[src/rtl/image_streamer.sv]
// -----------------------------------------------------------------------------
// image_streamer
//   Snapshots a 32x32 one-bit bitmap on a start request and streams it out as
//   1024 pixel words over a valid/ready handshake, counting set pixels on the way.
//
// Configuration macro:
//   IMG_STREAM_ROW_MAJOR_EN  defined   -> row-major order (y outer, x inner):
//                                         position p reads bit {p[4:0], p[9:5]}
//                            undefined -> column-major order: position p reads bit p
//
// Ports:
//   iBusClk    in   1      clock, all logic on rising edge
//   iRst       in   1      synchronous active-high reset
//   iImage     in   1024   bitmap, bit index {x[4:0], y[4:0]}
//   iStart     in   1      request to snapshot and stream iImage (taken in IDLE only)
//   oBusy      out  1      high from accepted start through the oDone cycle
//   oPixValid  out  1      oPixData/oPixIdx/oLast are valid
//   iPixReady  in   1      downstream accepts the current word
//   oPixData   out  PIX_W  PIX_ON for a set pixel, 0 for a clear one
//   oPixIdx    out  10     stream position of the current word
//   oLast      out  1      current word is position 1023
//   oDone      out  1      one-cycle pulse after the final handshake
//   oPopCount  out  11     set pixels handed over so far / final count
// -----------------------------------------------------------------------------
module image_streamer #(
  parameter int PIX_W  = 8,
  parameter int PIX_ON = 255
) (
  input  logic             iBusClk,
  input  logic             iRst,
  input  logic [1023:0]    iImage,
  input  logic             iStart,
  output logic             oBusy,
  output logic             oPixValid,
  input  logic             iPixReady,
  output logic [PIX_W-1:0] oPixData,
  output logic [9:0]       oPixIdx,
  output logic             oLast,
  output logic             oDone,
  output logic [10:0]      oPopCount
);

  typedef enum logic [1:0] {IDLE, LOAD, STREAM, DONE} state_t;

  state_t        state_reg;
  logic [1023:0] shadow_reg;
  logic [9:0]    pos_reg;
  logic          pix_bit_reg;
  logic          valid_reg;
  logic          last_reg;
  logic          done_reg;
  logic [10:0]   pop_reg;

  // Maps a stream position to the shadow bit it presents.
  function automatic logic [9:0] shadow_addr(input logic [9:0] p);
`ifdef IMG_STREAM_ROW_MAJOR_EN
    return {p[4:0], p[9:5]};
`else
    return p;
`endif
  endfunction

  wire handshake = valid_reg && iPixReady;

  always_ff @(posedge iBusClk) begin
    if (iRst) begin
      state_reg   <= IDLE;
      shadow_reg  <= '0;
      pos_reg     <= '0;
      pix_bit_reg <= 1'b0;
      valid_reg   <= 1'b0;
      last_reg    <= 1'b0;
      done_reg    <= 1'b0;
      pop_reg     <= '0;
    end else begin
      case (state_reg)
        IDLE: begin
          if (iStart) begin
            shadow_reg <= iImage;
            pos_reg    <= '0;
            pop_reg    <= '0;
            state_reg  <= LOAD;
          end
        end
        LOAD: begin
          // Pre-fetch position 0 so the first word is presented from a register.
          pix_bit_reg <= shadow_reg[shadow_addr(10'd0)];
          pos_reg     <= '0;
          valid_reg   <= 1'b1;
          last_reg    <= 1'b0;
          state_reg   <= STREAM;
        end
        STREAM: begin
          // Outputs only move on a handshake, so they hold during stalls.
          if (handshake) begin
            if (pix_bit_reg) begin
              pop_reg <= pop_reg + 11'd1;
            end
            if (pos_reg == 10'd1023) begin
              valid_reg   <= 1'b0;
              last_reg    <= 1'b0;
              pix_bit_reg <= 1'b0;
              done_reg    <= 1'b1;
              state_reg   <= DONE;
            end else begin
              pos_reg     <= pos_reg + 10'd1;
              pix_bit_reg <= shadow_reg[shadow_addr(pos_reg + 10'd1)];
              last_reg    <= (pos_reg == 10'd1022);
            end
          end
        end
        DONE: begin
          done_reg  <= 1'b0;
          state_reg <= IDLE;
        end
        default: state_reg <= IDLE;
      endcase
    end
  end

  assign oBusy     = (state_reg != IDLE);
  assign oPixValid = valid_reg;
  assign oPixData  = pix_bit_reg ? PIX_W'(PIX_ON) : '0;
  assign oPixIdx   = pos_reg;
  assign oLast     = last_reg;
  assign oDone     = done_reg;
  assign oPopCount = pop_reg;

endmodule

[config.mk]
export PLATFORM = sky130hd
export DESIGN_NAME = image_streamer
export DESIGN_NICKNAME = d
export VERILOG_FILES = /design/src/rtl/image_streamer.sv
export SDC_FILE = /design/constraint.sdc
export NUM_CORES = 2
export LEC_CHECK = 0
export BUFFER_PORTS_ARGS = -buffer_cell sky130_fd_sc_hd__buf_2
export CAP_MARGIN = 20
export CORE_AREA = 2 2 415 417
export DETAILED_ROUTE_END_ITERATION = 8
export DIE_AREA = 0 0 417 419
export GPL_TIMING_DRIVEN = 0
export PLACE_DENSITY = 0.51
export SYNTH_ARGS = -nofsm -noshare
export SYNTH_HDL_FRONTEND = slang
export SYNTH_SLANG_ARGS = --single-unit
[constraint.sdc]
create_clock -name iBusClk -period 4.9 [get_ports iBusClk]
set_input_delay 0.49 -clock iBusClk [delete_from_list [all_inputs] [get_ports iBusClk]]
set_output_delay 0.49 -clock iBusClk [all_outputs]
set_load 0.02 [all_outputs]
After elaboration in Yosys (flattened, before gate mapping)
Index checks and enable logic that the tools add are counted.
{"block": "classes", "add_sub_neg": 2, "n_lt_le_gt_ge": 1, "eq_ne": 10, "muxes": 27, "n_reduce_logical": 14}
{"op": "$mux W11", "count": 3}
{"op": "$mux W10", "count": 3}
{"op": "$pmux W10 S3", "count": 1}
{"op": "$pmux W11 S2", "count": 1}
{"op": "$eq A10 B10 Y1 const B", "count": 2}
{"op": "$add A11 B1 Y11 const B", "count": 1}
{"op": "$lt A10 B11 Y1 const B", "count": 1}
{"op": "$add A10 B1 Y10 const B", "count": 1}
{"op": "$bmux W1 S10", "count": 1}
{"op": "$ne A2 B2 Y1 const B", "count": 5}
{"op": "$mux W1", "count": 9}
{"op": "$reduce_and A3 Y1", "count": 3}
{"op": "$mux W8", "count": 1}
{"op": "$pmux W1 S2", "count": 4}
{"op": "$pmux W2 S4", "count": 1}
{"op": "$reduce_and A4 Y1", "count": 2}
{"op": "$reduce_bool A2 Y1", "count": 4}
{"op": "$mux W2", "count": 3}
{"op": "$eq A2 B2 Y1 const B", "count": 2}
{"op": "$reduce_and A2 Y1", "count": 2}
{"op": "$reduce_bool A3 Y1", "count": 1}
{"op": "$eq A2 B1 Y1 const B", "count": 1}
{"op": "$logic_not A2 Y1", "count": 1}
{"op": "$logic_and A1 B1 Y1", "count": 1}
{"block": "totals", "regBits": 1051, "input_bits": 1028, "output_inout_bits": 33, "wordCells": 62}

Longest topological paths before layout
{"block": "depth", "ltp_word": 6, "ltp_mapped": 18, "depth_no_buf": 10}

Worst setup path before layout
Ideal clock, no wire load.
{"block": "synth_timing", "kind": "register to register", "start": "reg pos_reg[0], in the netlist oPixIdx[0]", "end": "reg pix_bit_reg", "setup_ns": 0.128, "arrival_time_ns": 3.804, "required_time_ns": 4.772, "slack_ns": 0.968, "path_stages_with_launch": 17, "n_path_buf": 8, "synth_period_minus_slack_ns": 3.932, "cell_sequence": "dfxtp_1 > buf_4 > inv_1 > buf_4 > buf_2 > clkbuf_1 > ha_1 > buf_4 > inv_2 > buf_6 > buf_4 > buf_2 > mux4_2 > a2111oi_0 > o21ai_0 > a211oi_1 > o41ai_2"}
{"block": "synth_between", "elab_chain_len": 6, "elab_cells_between_ends": 7, "cone_classes": "add/sub: 1; eq/ne: 1; mux: 5"}
{"item": "from (decl)", "line_no": "47", "rtl": "logic [9:0] pos_reg;"}
{"item": "from (signal assigned)", "line_no": "106", "rtl": "pos_reg <= pos_reg + 10'd1;"}
{"item": "$add A10 B1 Y10", "line_no": "107", "rtl": "pix_bit_reg <= shadow_reg[shadow_addr(pos_reg + 10'd1)];"}
{"item": "$bmux W1 S10", "line_no": "107"}
{"item": "$mux W1 (not written as such)", "line_no": "107"}
{"item": "$mux W1 *", "line_no": "99", "rtl": "if (pos_reg == 10'd1023) begin"}
{"item": "$mux W1 *", "line_no": "95", "rtl": "if (handshake) begin"}
{"item": "$pmux W1 S2 *", "line_no": "76", "rtl": "case (state_reg)"}
{"item": "to (signal assigned)", "line_no": "87", "rtl": "pix_bit_reg <= shadow_reg[shadow_addr(10'd0)];"}
{"item": "to (signal assigned)", "line_no": "107"}
{"item": "to (decl)", "line_no": "48", "rtl": "logic pix_bit_reg;"}
Every way passes the cells marked *; elsewhere a longest branch is shown, timed or not. The select of a mux whose other input is x is not followed.
A chain may end at the register's enable or synchronous reset.

Worst setup path after layout
Ends and elaborated chain as after synthesis.

==> reports/metrics.yaml <==
outcome: "completed"
drt_iter0_markers: 4194
clock_latency_ns: 0.76
synth_cell_type_count: 76
post-dp-hpwl_mm: 199.6
rsz0062_at_grt: "no"
portBuffers: 1059
drive_gt1_share_pct: 20.87
path_max_fanout: 10
synthesis.instances: 5581
antenna_found_initial: 53
regArea_um2: 21040
p_leak_uw: 0.02671
crit_arrival_ns: 5.43
cts_tree: "yes"
r2r_setup_slack_ns: 0.09
grt_pass1_wl_mm: 363.7
multi_input_area_um2: 22140
cts_sinks: 1051
num_rows: 152
slew_violations: 0
r2r-start: "oPixIdx[0]"
largest_reg_flops: 1024
wl_met2_mm: 126.8
finalSetupViolCount: 0
dominantRegCellSynth: "dfxtp_1"
min_period_over_period_pct: 98.09
routedWlPerCell_um: 26.54
routed_wl_mm: 268.8
nets: 8793
start_util_pct: 26.39
crit_path_max_incr_delay_ns: 0.99
drcViolationCount: 0
area_delta_synth_final_pct: 50.71
grt_pass1_vias: 50864
clock_path_buffers: 3
critical-path-top-delay-family: "compound AO/OA/AOI/OAI gates"
worst_hold_path_type: "primary input to flop"
finalHoldViolations: 0
cp_num_cells: 16
ir_drop_uv: 314.5
ios: 1061
slowest_stage: "a222oi_1"
viasPerCell: 5.050
worst_slack_ns: 0.09374
crit_path_start_kind: "flop"
wl_met1_mm: 104.4
crit_path_end: "pix_bit_reg"
fmax_mhz: 208.1
ys_ff_latch: 1051
endpoint_kind: "flop"
final_util_pct: 39.77
numCtsBuffers: 118
crit_required_ns: 5.52
startpoint: "oPixIdx[0]"
drtPass1Iterations: 7
chipHeight_um: 419
r2r_cells: 16
crit_chain: "buf_4 -> inv_1 -> buf_6 -> buf_16 -> clkbuf_4 -> ha_1 -> buf_4 -> clkbuf_16 -> mux4_2 -> mux2_2 -> a222oi_1 -> o2111ai_2 -> o41ai_2 -> o31ai_4 -> a21oi_1 -> o41ai_2"
fin_tns_setup_ns: 0
num_vias: 51151
antenna_left: 0
track_usage_pct: 29.40
power_density_nw_per_um2: 424.8
cts.clk_slew.worst_paths_ns: 0.06
n_fill_cell: 17131
critPathBufInv: 7
syn_avg_cell_area_um2: 8.066
cts-root-buf: "clkbuf_16"
place_congestion: 0.9752
yosys_warnings: 0
wl_met3_mm: 18.28
skew_ns: 0.02409
synth_edf_count: 0
drv_cap: 0
worstReg2RegEnd: "pix_bit_reg"
ys_seq_area_share_pct: 46.74
core_um2: 170600
worstMarginPinSlew_ns: 1.274
routed.top_layer: "met5"
grt.overflow.total: 0
dpl_worst_slack_ns: -2.398
dieArea_um2: 174700
period_needed_ns: 4.806
grt_max_degree: 17
syn_area_um2: 45020
worst-setup-path-type: "flop to flop"
synthArstFlopShare_pct: 0
synth_nets: 6616
die_width_um: 417
slew_headroom_pct: 15.07
htree_levels: 3
## worst reg2reg max path: stages, from the launching register on
cell and delay [ns]:
dfxtp_1 0.38, buf_4 0.18, inv_1 0.07, buf_6 0.18, buf_16 0.18, clkbuf_4 0.21
ha_1 0.35, buf_4 0.18, clkbuf_16 0.16, mux4_2 0.30, mux2_2 0.34, a222oi_1 0.99
o2111ai_2 0.50, o41ai_2 0.19, o31ai_4 0.17, a21oi_1 0.18, o41ai_2 0.09
## cell usage after synthesis, drive strengths merged (9+ instances only)
master	count	share of area, %
a21oi	1063	12
a22oi	17	0.28
a31oi	15	0.21
a32oi	16	0.31
and3	12	0.17
buf	135	1.8
clkbuf	329	2.7
dfxtp	1051	47
inv	9	0.075
mux2	14	0.35
mux2i	105	2.3
mux4	180	9.0
nand2	2293	19
nand3	78	0.89
nand4	29	0.44
nor2	48	0.42
nor3	9	0.13
nor4	14	0.19
o21ai	21	0.23
o221ai	9	0.18
o22ai	19	0.28
xor2	10	0.21
## routing by layer
| layer | vias up | GRT usage, % |
|---|---|---|
| met3 | 812 | 5.480 |
| met1 | 24594 | 34.34 |
| met2 | 2510 | 49.71 |
| li1 | 23219 | - |
| met4 | 16 | 18.36 |
| met5 | - | 0 |
## area by class of cell
cell class	count	share of cell area, %
antenna	40	0.1475
sequential	1051	31.01
buffer	464	3.345
inverter	9	0.04979
timing repair buffer	2057	22.72
clock inverter	57	1.060
tap	2233	4.118
multi-input combinational	4057	32.64
clock buffer	160	4.909
## logic make-up (layout without fill, tap and decap cells)
kind of cell	Yosys count	count (layout)	synth area share, %
fa+ha+maj	7	7	0.1945
mux	299	299	11.69
compound gates	1220	1220	14.52
other cells	0	40	0
buf+inv	473	2747	4.653
xor+xnor	17	17	0.3641
flops	1051	1051	46.74
simple gates	2514	2514	21.84
## layout by cell type, fill, tap and decap left out, types with 6 or more instances in the layout
| master | synthesis | final |
|---|---|---|
| a21oi_1 | 1063 | 1063 |
| a221oi_1 | 7 | 7 |
| a22oi_1 | 17 | 14 |
| a31oi_1 | 15 | 15 |
| a32oi_1 | 16 | 16 |
| and3_1 | 12 | 12 |
| buf_1 | 35 | 33 |
| buf_16 | 0 | 6 |
| buf_2 | 45 | 1095 |
| buf_4 | 40 | 41 |
| buf_6 | 15 | 26 |
| buf_8 | 0 | 12 |
| bufinv_16 | 0 | 13 |
| clkbuf_1 | 329 | 337 |
| clkbuf_16 | 0 | 119 |
| clkbuf_4 | 0 | 6 |
| clkbuf_8 | 0 | 24 |
| clkinv_2 | 0 | 26 |
| dfxtp_1 | 1051 | 1051 |
| diode_2 | 0 | 40 |
| dlygate4sd3_1 | 0 | 974 |
| ha_1 | 7 | 7 |
| inv_1 | 8 | 8 |
| inv_6 | 0 | 6 |
| mux2_2 | 14 | 14 |
| mux2i_1 | 105 | 103 |
| mux4_2 | 180 | 180 |
| nand2_1 | 2293 | 2293 |
| nand3_1 | 76 | 76 |
| nand4_1 | 28 | 28 |
| nor2_1 | 45 | 40 |
| nor2_4 | 0 | 6 |
| nor3_1 | 8 | 7 |
| nor4_2 | 0 | 9 |
| o21ai_0 | 19 | 16 |
| o221ai_1 | 9 | 9 |
| o22ai_1 | 18 | 17 |
| xnor2_1 | 6 | 6 |
| xor2_1 | 9 | 9 |
## worst min-delay path by stage
stage / slack [ns] / start / end / cells past startpoint
finish: 0.04 / iImage[431] / shadow_reg[431] / 3
global route: 0.01 / iImage[386] / shadow_reg[386] / 3
CTS: 0.0004 / iImage[635] / shadow_reg[635] / 3
detailed placement: 0.44 / shadow_reg[317] / shadow_reg[317] / 2
global placement: 0.44 / shadow_reg[557] / shadow_reg[557] / 2
floorplan: 0.43 / shadow_reg[428] / shadow_reg[428] / 2
## report_power, final
group	switching, µW	total (µW)	internal (µW)	leakage, µW
sequential	870	11100	10200	0.00861
clock	3970	9430	5460	0.00200
combinational	5290	8330	3040	0.0161
## through the flow
stage                     total power, µW  area (µm²)  hold WS, ns  instances
after floorplan                     15690       45020       0.4329       5581
after global placement              18550       53110       0.4382       8873
after detailed placement            18750       53490       0.4433       8892
after CTS                           28770       67620    0.0003938      10086
after global routing                30140       67820      0.01066      10116
final                               28820       67850      0.03996      10128
## timing repair
item                       4_1_cts  5_1_grt
hold buffers                   973        1
pin swaps                        4        3
setup buffers                    4        0
setup endpoints to repair        1        1
gates resized for setup         72       24
hold endpoints to repair       973        1
Power figures use the tool's default switching activity.
